`src/rtl/led_pattern_gen.sv`:
```
// LED pattern generator: prescaled step tick drives one of four run-time patterns
// (rotate left/right, bounce, drain/reload) onto LED_W board LEDs.
//
// dir state  | meaning
// DIR_LEFT   | bounce pattern moving toward the MSB
// DIR_RIGHT  | bounce pattern moving toward bit0
module led_pattern_gen #(
    parameter int LED_W    = 4,
    parameter int TICK_DIV = 25000000,
    parameter int CW       = $clog2(TICK_DIV)
) (
    input  logic             clk,
    input  logic             rst_n,
    input  logic             en,
    input  logic [1:0]       mode,
    input  logic [1:0]       speed,
    output logic [LED_W-1:0] led,
    output logic             step_pulse
);

    typedef enum logic {
        DIR_LEFT  = 1'b0,
        DIR_RIGHT = 1'b1
    } dir_t;

    localparam logic [31:0] DIV32 = 32'(TICK_DIV);

    logic [CW-1:0]    cnt, cnt_d;
    logic [1:0]       mode_q, mode_d;
    dir_t             dir, dir_d;
    logic [LED_W-1:0] led_d;
    logic             pulse_d;
    logic [31:0]      limit_m1;
    logic             tick;
    logic             one_hot;

    function automatic logic [LED_W-1:0] seed(input logic [1:0] m);
        logic [LED_W-1:0] s;
        s = '0;
        case (m)
            2'b00:   s[0] = 1'b1;
            2'b01:   s[LED_W-1] = 1'b1;
            2'b10:   s[0] = 1'b1;
            default: s = '1;
        endcase
        return s;
    endfunction

    always_ff @(posedge clk or negedge rst_n) begin
        if (!rst_n) begin
            cnt        <= '0;
            mode_q     <= 2'b00;
            dir        <= DIR_LEFT;
            led        <= LED_W'(1);
            step_pulse <= 1'b0;
        end else begin
            cnt        <= cnt_d;
            mode_q     <= mode_d;
            dir        <= dir_d;
            led        <= led_d;
            step_pulse <= pulse_d;
        end
    end

    always_comb begin
        cnt_d    = cnt;
        mode_d   = mode_q;
        dir_d    = dir;
        led_d    = led;
        pulse_d  = 1'b0;
        // The >= compare lets a speed change mid-count tick immediately when cnt
        // already exceeds the new, shorter limit.
        limit_m1 = (DIV32 >> speed) - 32'd1;
        tick     = en && (32'(cnt) >= limit_m1);
        one_hot  = (led != '0) && ((led & (led - LED_W'(1))) == '0);

        if (mode != mode_q) begin
            mode_d = mode;
            led_d  = seed(mode);
            cnt_d  = '0;
            dir_d  = DIR_LEFT;
        end else if (en) begin
            if (tick) begin
                cnt_d   = '0;
                pulse_d = 1'b1;
                case (mode_q)
                    2'b00: led_d = one_hot ? {led[LED_W-2:0], led[LED_W-1]} : seed(mode_q);
                    2'b01: led_d = one_hot ? {led[0], led[LED_W-1:1]} : seed(mode_q);
                    2'b10: begin
                        if (!one_hot) begin
                            led_d = seed(mode_q);
                            dir_d = DIR_LEFT;
                        end else if (dir == DIR_LEFT) begin
                            led_d = led << 1;
                            if (led_d[LED_W-1]) dir_d = DIR_RIGHT;
                        end else begin
                            led_d = led >> 1;
                            if (led_d[0]) dir_d = DIR_LEFT;
                        end
                    end
                    default: led_d = (led == '0) ? '1 : (led << 1);
                endcase
            end else begin
                cnt_d = cnt + CW'(1);
            end
        end
    end

endmodule

```
`config.mk`:
```
export PLATFORM = sky130hd
export DESIGN_NAME = led_pattern_gen
export DESIGN_NICKNAME = d
export VERILOG_FILES = /design/src/rtl/led_pattern_gen.sv
export SDC_FILE = /design/constraint.sdc
export NUM_CORES = 1
export LEC_CHECK = 0
export CAP_MARGIN = 15
export CORE_MARGIN = 2
export CORE_UTILIZATION = 40
export CTS_CLUSTER_DIAMETER = 60
export DETAILED_ROUTE_END_ITERATION = 10
export SYNTH_ARGS = -nofsm -noshare
export SYNTH_HDL_FRONTEND = slang
export SYNTH_SLANG_ARGS = --single-unit
```
`constraint.sdc`:
```
create_clock -name clk -period 2.55 [get_ports clk]
set_input_delay 0.3825 -clock clk [delete_from_list [all_inputs] [get_ports clk]]
set_output_delay 0.3825 -clock clk [all_outputs]
set_load 0.005 [all_outputs]
```
## Yosys cells after proc, flatten, opt, wreduce, memory -nomap -nowiden

Index checks and enable logic that the tools add are counted.

- Order comparisons: 1
- Shifts and indexed selects: 1
- Muxes and demuxes: 26
- Reduce and logical (&&, ||, !) cells: 14
- Equal/unequal tests: 5
- Bitwise logic cells: 1
- Add/sub/neg operators: 3

Operator list:

| operator | number |
|---|---|
| $mux W25 | 3 |
| $ge A25 B32 Y1 | 1 |
| $mux W4 | 8 |
| $shr A25 B2 Y32 const A | 1 |
| $sub A32 B1 Y32 const B | 1 |
| $add A25 B1 Y25 const B | 1 |
| $mux W1 | 13 |
| $pmux W4 S3 | 1 |
| $logic_not A4 Y1 | 2 |
| $reduce_bool A2 Y1 | 3 |
| $and A4 B4 Y4 | 1 |
| $eq A2 B1 Y1 const B | 2 |
| $eq A2 B2 Y1 const B | 2 |
| $logic_not A2 Y1 | 2 |
| $reduce_bool A4 Y1 | 1 |
| $sub A4 B1 Y4 const B | 1 |
| $reduce_and A3 Y1 | 1 |
| $reduce_or A3 Y1 | 1 |
| $logic_and A1 B1 Y1 | 2 |
| $mux W2 | 1 |
| $ne A2 B2 Y1 | 1 |
| $reduce_and A2 Y1 | 1 |
| $reduce_or A2 Y1 | 1 |

- Logic and storage cells: 56
- Bits of input ports: 7
- Register bits after elaboration: 33
- Output and inout port bits: 5

## Longest topological paths before layout

Gate-level depths: netlist of run 1.

- Word-level depth: 9
- Depth in mapped cells: 11
- Mapped depth without buffers: 10

## Worst setup path before layout of run 1

OpenSTA, ideal clock, no wires.

- Path type: input-to-reg
- From: input port speed[1]
- To: register led[3]
- Buffers on the path: 0
- Cell stages on the path: 9
- Path slack: 0.214 ns
- Arrival: 2.212 ns
- Setup time: 0.124 ns
- Required time: 2.426 ns
- Path through: nor2_1 inv_1 ha_1 nand3_1 or4_1 nor4_4 o31ai_4 and3_1 o31a_1

- Word-level cells in the longest chain between the ends: 6

Ends and longest elaborated chain:

| item | RTL line | text |
|---|---|---|
| start: declaration | 16 | `input logic [1:0] speed,` |
| $shr A25 B2 Y32 | 73 | `limit_m1 = (DIV32 >> speed) - 32'd1;` |
| $sub A32 B1 Y32 | 73 |  |
| $ge A25 B32 Y1 | 74 | `tick = en && (32'(cnt) >= limit_m1);` |
| $logic_and A1 B1 Y1 | 74 |  |
| $reduce_bool A2 Y1 (no line) | n/a |  |
| $reduce_and A2 Y1 (no line) | n/a |  |
| end signal: assignment | 60 | `led <= led_d;` |
| end: declaration | 17 | `output logic [LED_W-1:0] led,` |

No other way between the ends.
A chain may end at the register's enable or synchronous reset.

## Worst setup path after layout of run 1

- From: input port speed[0]
- To: register led[3]

Same word-level chain as after synthesis.

==> reports/qor.csv, run 1 <==
stage;metric;value;unit
run_status;status;completed;
timing;period_minus_slack;2370;ps
timing;maxSlewViolCount;0;
power_and_ir_drop;p_int;0.000820;W
setup_path;crit_fanout;7;
placement;dp_cells;380;
global_routing;grt_pass1_vias;1825;
global_routing;antenna_found_initial;0;
clocking;clock_latency;290;ps
synth;syn-instance-count;289;
timing;finalClockSkew;6.29;ps
global_routing;grt_max_degree;34;
global_routing;grt_pass1_wl;8750;um
clocking;htreeDepth;2;
setup_path;crit_required;2730;ps
synth;synth-main-ff-cell;dfrtp_1;
global_routing;use_met1;24.5;%
power_and_ir_drop;switching_share;29.0;%
synth;ys_types;53;
synth;synth_area;2470;um2
synth;synth_compound_area_share;14.6;%
synth;synth_top_area_cell;dfrtp_1;
setup_path;end_kind;register;
synth;synth_edf_count;0;
cells_and_area;syn_to_final_growth;16.1;%
die;num_rows;28;
setup_path;rrSetupSlack;250;ps
cells_and_area;nets;338;
drt;wl_per_cell;14.0;um
drt;antenna_left;0;
power_and_ir_drop;pwr-share-seq;49.7;%
placement;finalWeightedCongestion;0.827;
global_routing;grt_use_met2;25.6;%
clocking;cts.sinks;33;
synth;synth_top_family_by_area;simple AND/OR/NAND/NOR gates;
die;initial_utilization;41.5;%
synth;ys_async_sr_fraction;100;%
synth;synth-simple-area-share;26.8;%
timing;tightestPinTransition;549;ps
die;die_w;82.6;um
power_and_ir_drop;p_clk_share;33.2;%
power_and_ir_drop;combPwrFrac;17.1;%
global_routing;grt_use_total;17.1;%
synth;yosys_warnings;0;
clocking;numCtsBuffers;5;
setup_path;path_class;in -> reg;
timing;final.period_utilization;93.1;%
timing;finalSetupTns;0;ps
synth;synth_fp_nets;313;
drt;drt_iter0_drc;110;
placement;dpl.hpwl;4050;um
drt;via_count;2120;
die;die_y;82.6;um
synth;ys_seq_area_share;33.5;%
global_routing;gr-total-overflow;0;
drt;drc;0;
job;cap_violations;0;
setup_path;r2r_cells;7;
clocking;root_buffer;clkbuf_8;
setup_path;r2r_start;cnt[10]$_DFFE_PN0P_;
placement;port_buffers;11;
power_and_ir_drop;p_per_area;402;nW/um2
cells_and_area;final_cell_mix;nor2_1, dfrtp_1, buf_4;
timing;fmaxAchievable;421;MHz
cells_and_area;final_common_cell;nor2_1;
timing;rsz0062_at_grt;no;
cells_and_area;final_cell_count_no_fill;390;
clocking;ctsHoldBuffers;0;
worst_hold_path;hold_path.class;in -> async;
timing;slew_headroom;63.1;%
setup_path;timing.rr.end;led[3]$_DFFE_PN0P_;
synth;synth.area.mux_share;1.67;%
drt;dr.pass1.iters;4;
timing;setup_viol;0;
setup_path;start_kind;input port;
clocking;clockBufferDepth;2;
global_routing;busiest_layer;met2;
cells_and_area;diodes;0;
synth;synth-xor-area-share;9.87;%
power_and_ir_drop;switchingPower;0.000335;W
synth;ys_ff_latch;33;
synth;synth_area_leaders;dfrtp_1, ha_1, nor2_1, xor2_1, xnor2_1;
power_and_ir_drop;power_leakage;1.22;nW
synth;synth.top_cell.area_share;32.4;%
synth;postSynthAreaPerCell;8.55;um2
clocking;cts_tree;done;
power_and_ir_drop;peakVddDrop;0.264;mV
timing;hold_violations;0;
drt;drt-total-wl;5460;um
drt;vias_per_cell;5.44;
setup_path;cp.arrival;2550;ps
die;core;5960;um2
cells_and_area;drive_gt1_share;13.7;%
die;die-area;6830;um2
die;ios;12;
clocking;path_clk_slew;70;ps
synth;synth_fa_ha_area_share;8.60;%
global_routing;use_met3;3.59;%
## flip-flops by register name, indices dropped and copies added, names as in the netlist
register and flops:
mode_q 2, led 4, cnt 25, step_pulse 1, dir 1
## metrics by stage
stage	cell area (um2)	hold slack (ps)	power, W	utilization (%)	setup WS, ps
6_report	2870	496	0.00115	48.2	176
5_1_grt	2870	557	0.00122	48.2	4.95
4_1_cts	2870	520	0.00117	48.1	172
3_5_place_dp	2770	560	0.000781	46.4	-466
3_3_place_gp	2770	550	0.000780	46.4	-412
2_1_floorplan	2470	86.9	0.000694	-	214
## timing repair
item | in CTS | in global routing
pin swaps | 4 | 0
buffers inserted | 2 | 0
endpoints found under the setup margin | 27 | 1
gates resized for setup | 3 | 1
## metal layers
| metal | wire length (um) | vias to the layer above | share of wire (%) |
|---|---|---|---|
| met5 | 0 | - | 0 |
| met4 | 74 | 0 | 1.4 |
| met3 | 239 | 6 | 4.4 |
| met2 | 2370 | 35 | 43 |
| met1 | 2780 | 1005 | 51 |
| li1 | - | 1074 | - |
## Yosys cell counts, types with 2 or more instances
cell type	n
a211oi_1	3
a21oi_1	15
a31oi_1	2
and2_1	3
and3_1	4
buf_2	4
clkbuf_1	11
dfrtp_1	32
ha_1	17
inv_1	12
mux2i_1	3
nand2_1	22
nand2b_1	7
nand3_1	19
nand4_1	7
nor2_1	38
nor2b_1	3
nor3_1	6
nor3b_1	2
nor4_1	7
o2111a_1	3
o2111ai_1	3
o211ai_1	3
o21ai_0	5
o31a_1	2
o31ai_1	3
or3_1	3
xnor2_1	11
xor2_1	15
## power groups by stage
stage	Sequential, W	Clock (W)	Combinational [W]
floorplan	0.000558	0	0.000136
global placement	0.000584	0	0.000196
detailed placement	0.000584	0	0.000197
CTS	0.000574	0.000393	0.000199
global route	0.000578	0.000417	0.000221
finish	0.000574	0.000383	0.000197
## critical path, cell delays in order
cell and delay, ps:
dlygate4sd2_1 280, inv_1 80, nor2_1 120, inv_1 60, ha_1 290, nand4_1 90
or2_2 320, o31ai_2 310, a22oi_2 160, and3_1 200, o31a_1 270
## kinds of logic after synthesis
| family | after synthesis |
|---|---|
| compound gates | 49 |
| xor+xnor | 27 |
| fa+ha+maj | 17 |
| buf+inv | 29 |
| flops | 33 |
| mux | 4 |
| other cells | 1 |
| simple gates | 129 |
## worst max path at each step
stage	from	to	slack [ps]	cells after the start
6_report	speed[0]	led[3]$_DFFE_PN0P_	180	11
5_1_grt	speed[0]	led[1]$_DFFE_PN0P_	5	11
4_1_cts	speed[0]	led[3]$_DFFE_PN0P_	170	12
3_5_place_dp	speed[0]	led[3]$_DFFE_PN0P_	-470	11
3_3_place_gp	speed[0]	led[3]$_DFFE_PN0P_	-410	11
2_1_floorplan	speed[1]	led[3]$_DFFE_PN0P_	210	9
## area by class of cell
class	instances	area (um2)
fill	591	3090
clock buffer	6	72.6
inverter	12	45.0
sequential	33	827
timing repair buffer	35	288
multi-input combinational	227	1530
tap	75	93.8
clock inverter	2	10.0
Note: power is estimated with default switching activity, not from simulation.
==> inputs of run 2 (changes only) <==
--- a/config.mk
+++ b/config.mk
@@ -10,6 +10,7 @@
 export CORE_UTILIZATION = 40
 export CTS_CLUSTER_DIAMETER = 60
 export DETAILED_ROUTE_END_ITERATION = 10
+export GPL_ROUTABILITY_DRIVEN = 0
 export SYNTH_ARGS = -nofsm -noshare
 export SYNTH_HDL_FRONTEND = slang
 export SYNTH_SLANG_ARGS = --single-unit
==> results of run 2 <==
Same layout as run 1: the final DEF is identical, and so are final timing and power.
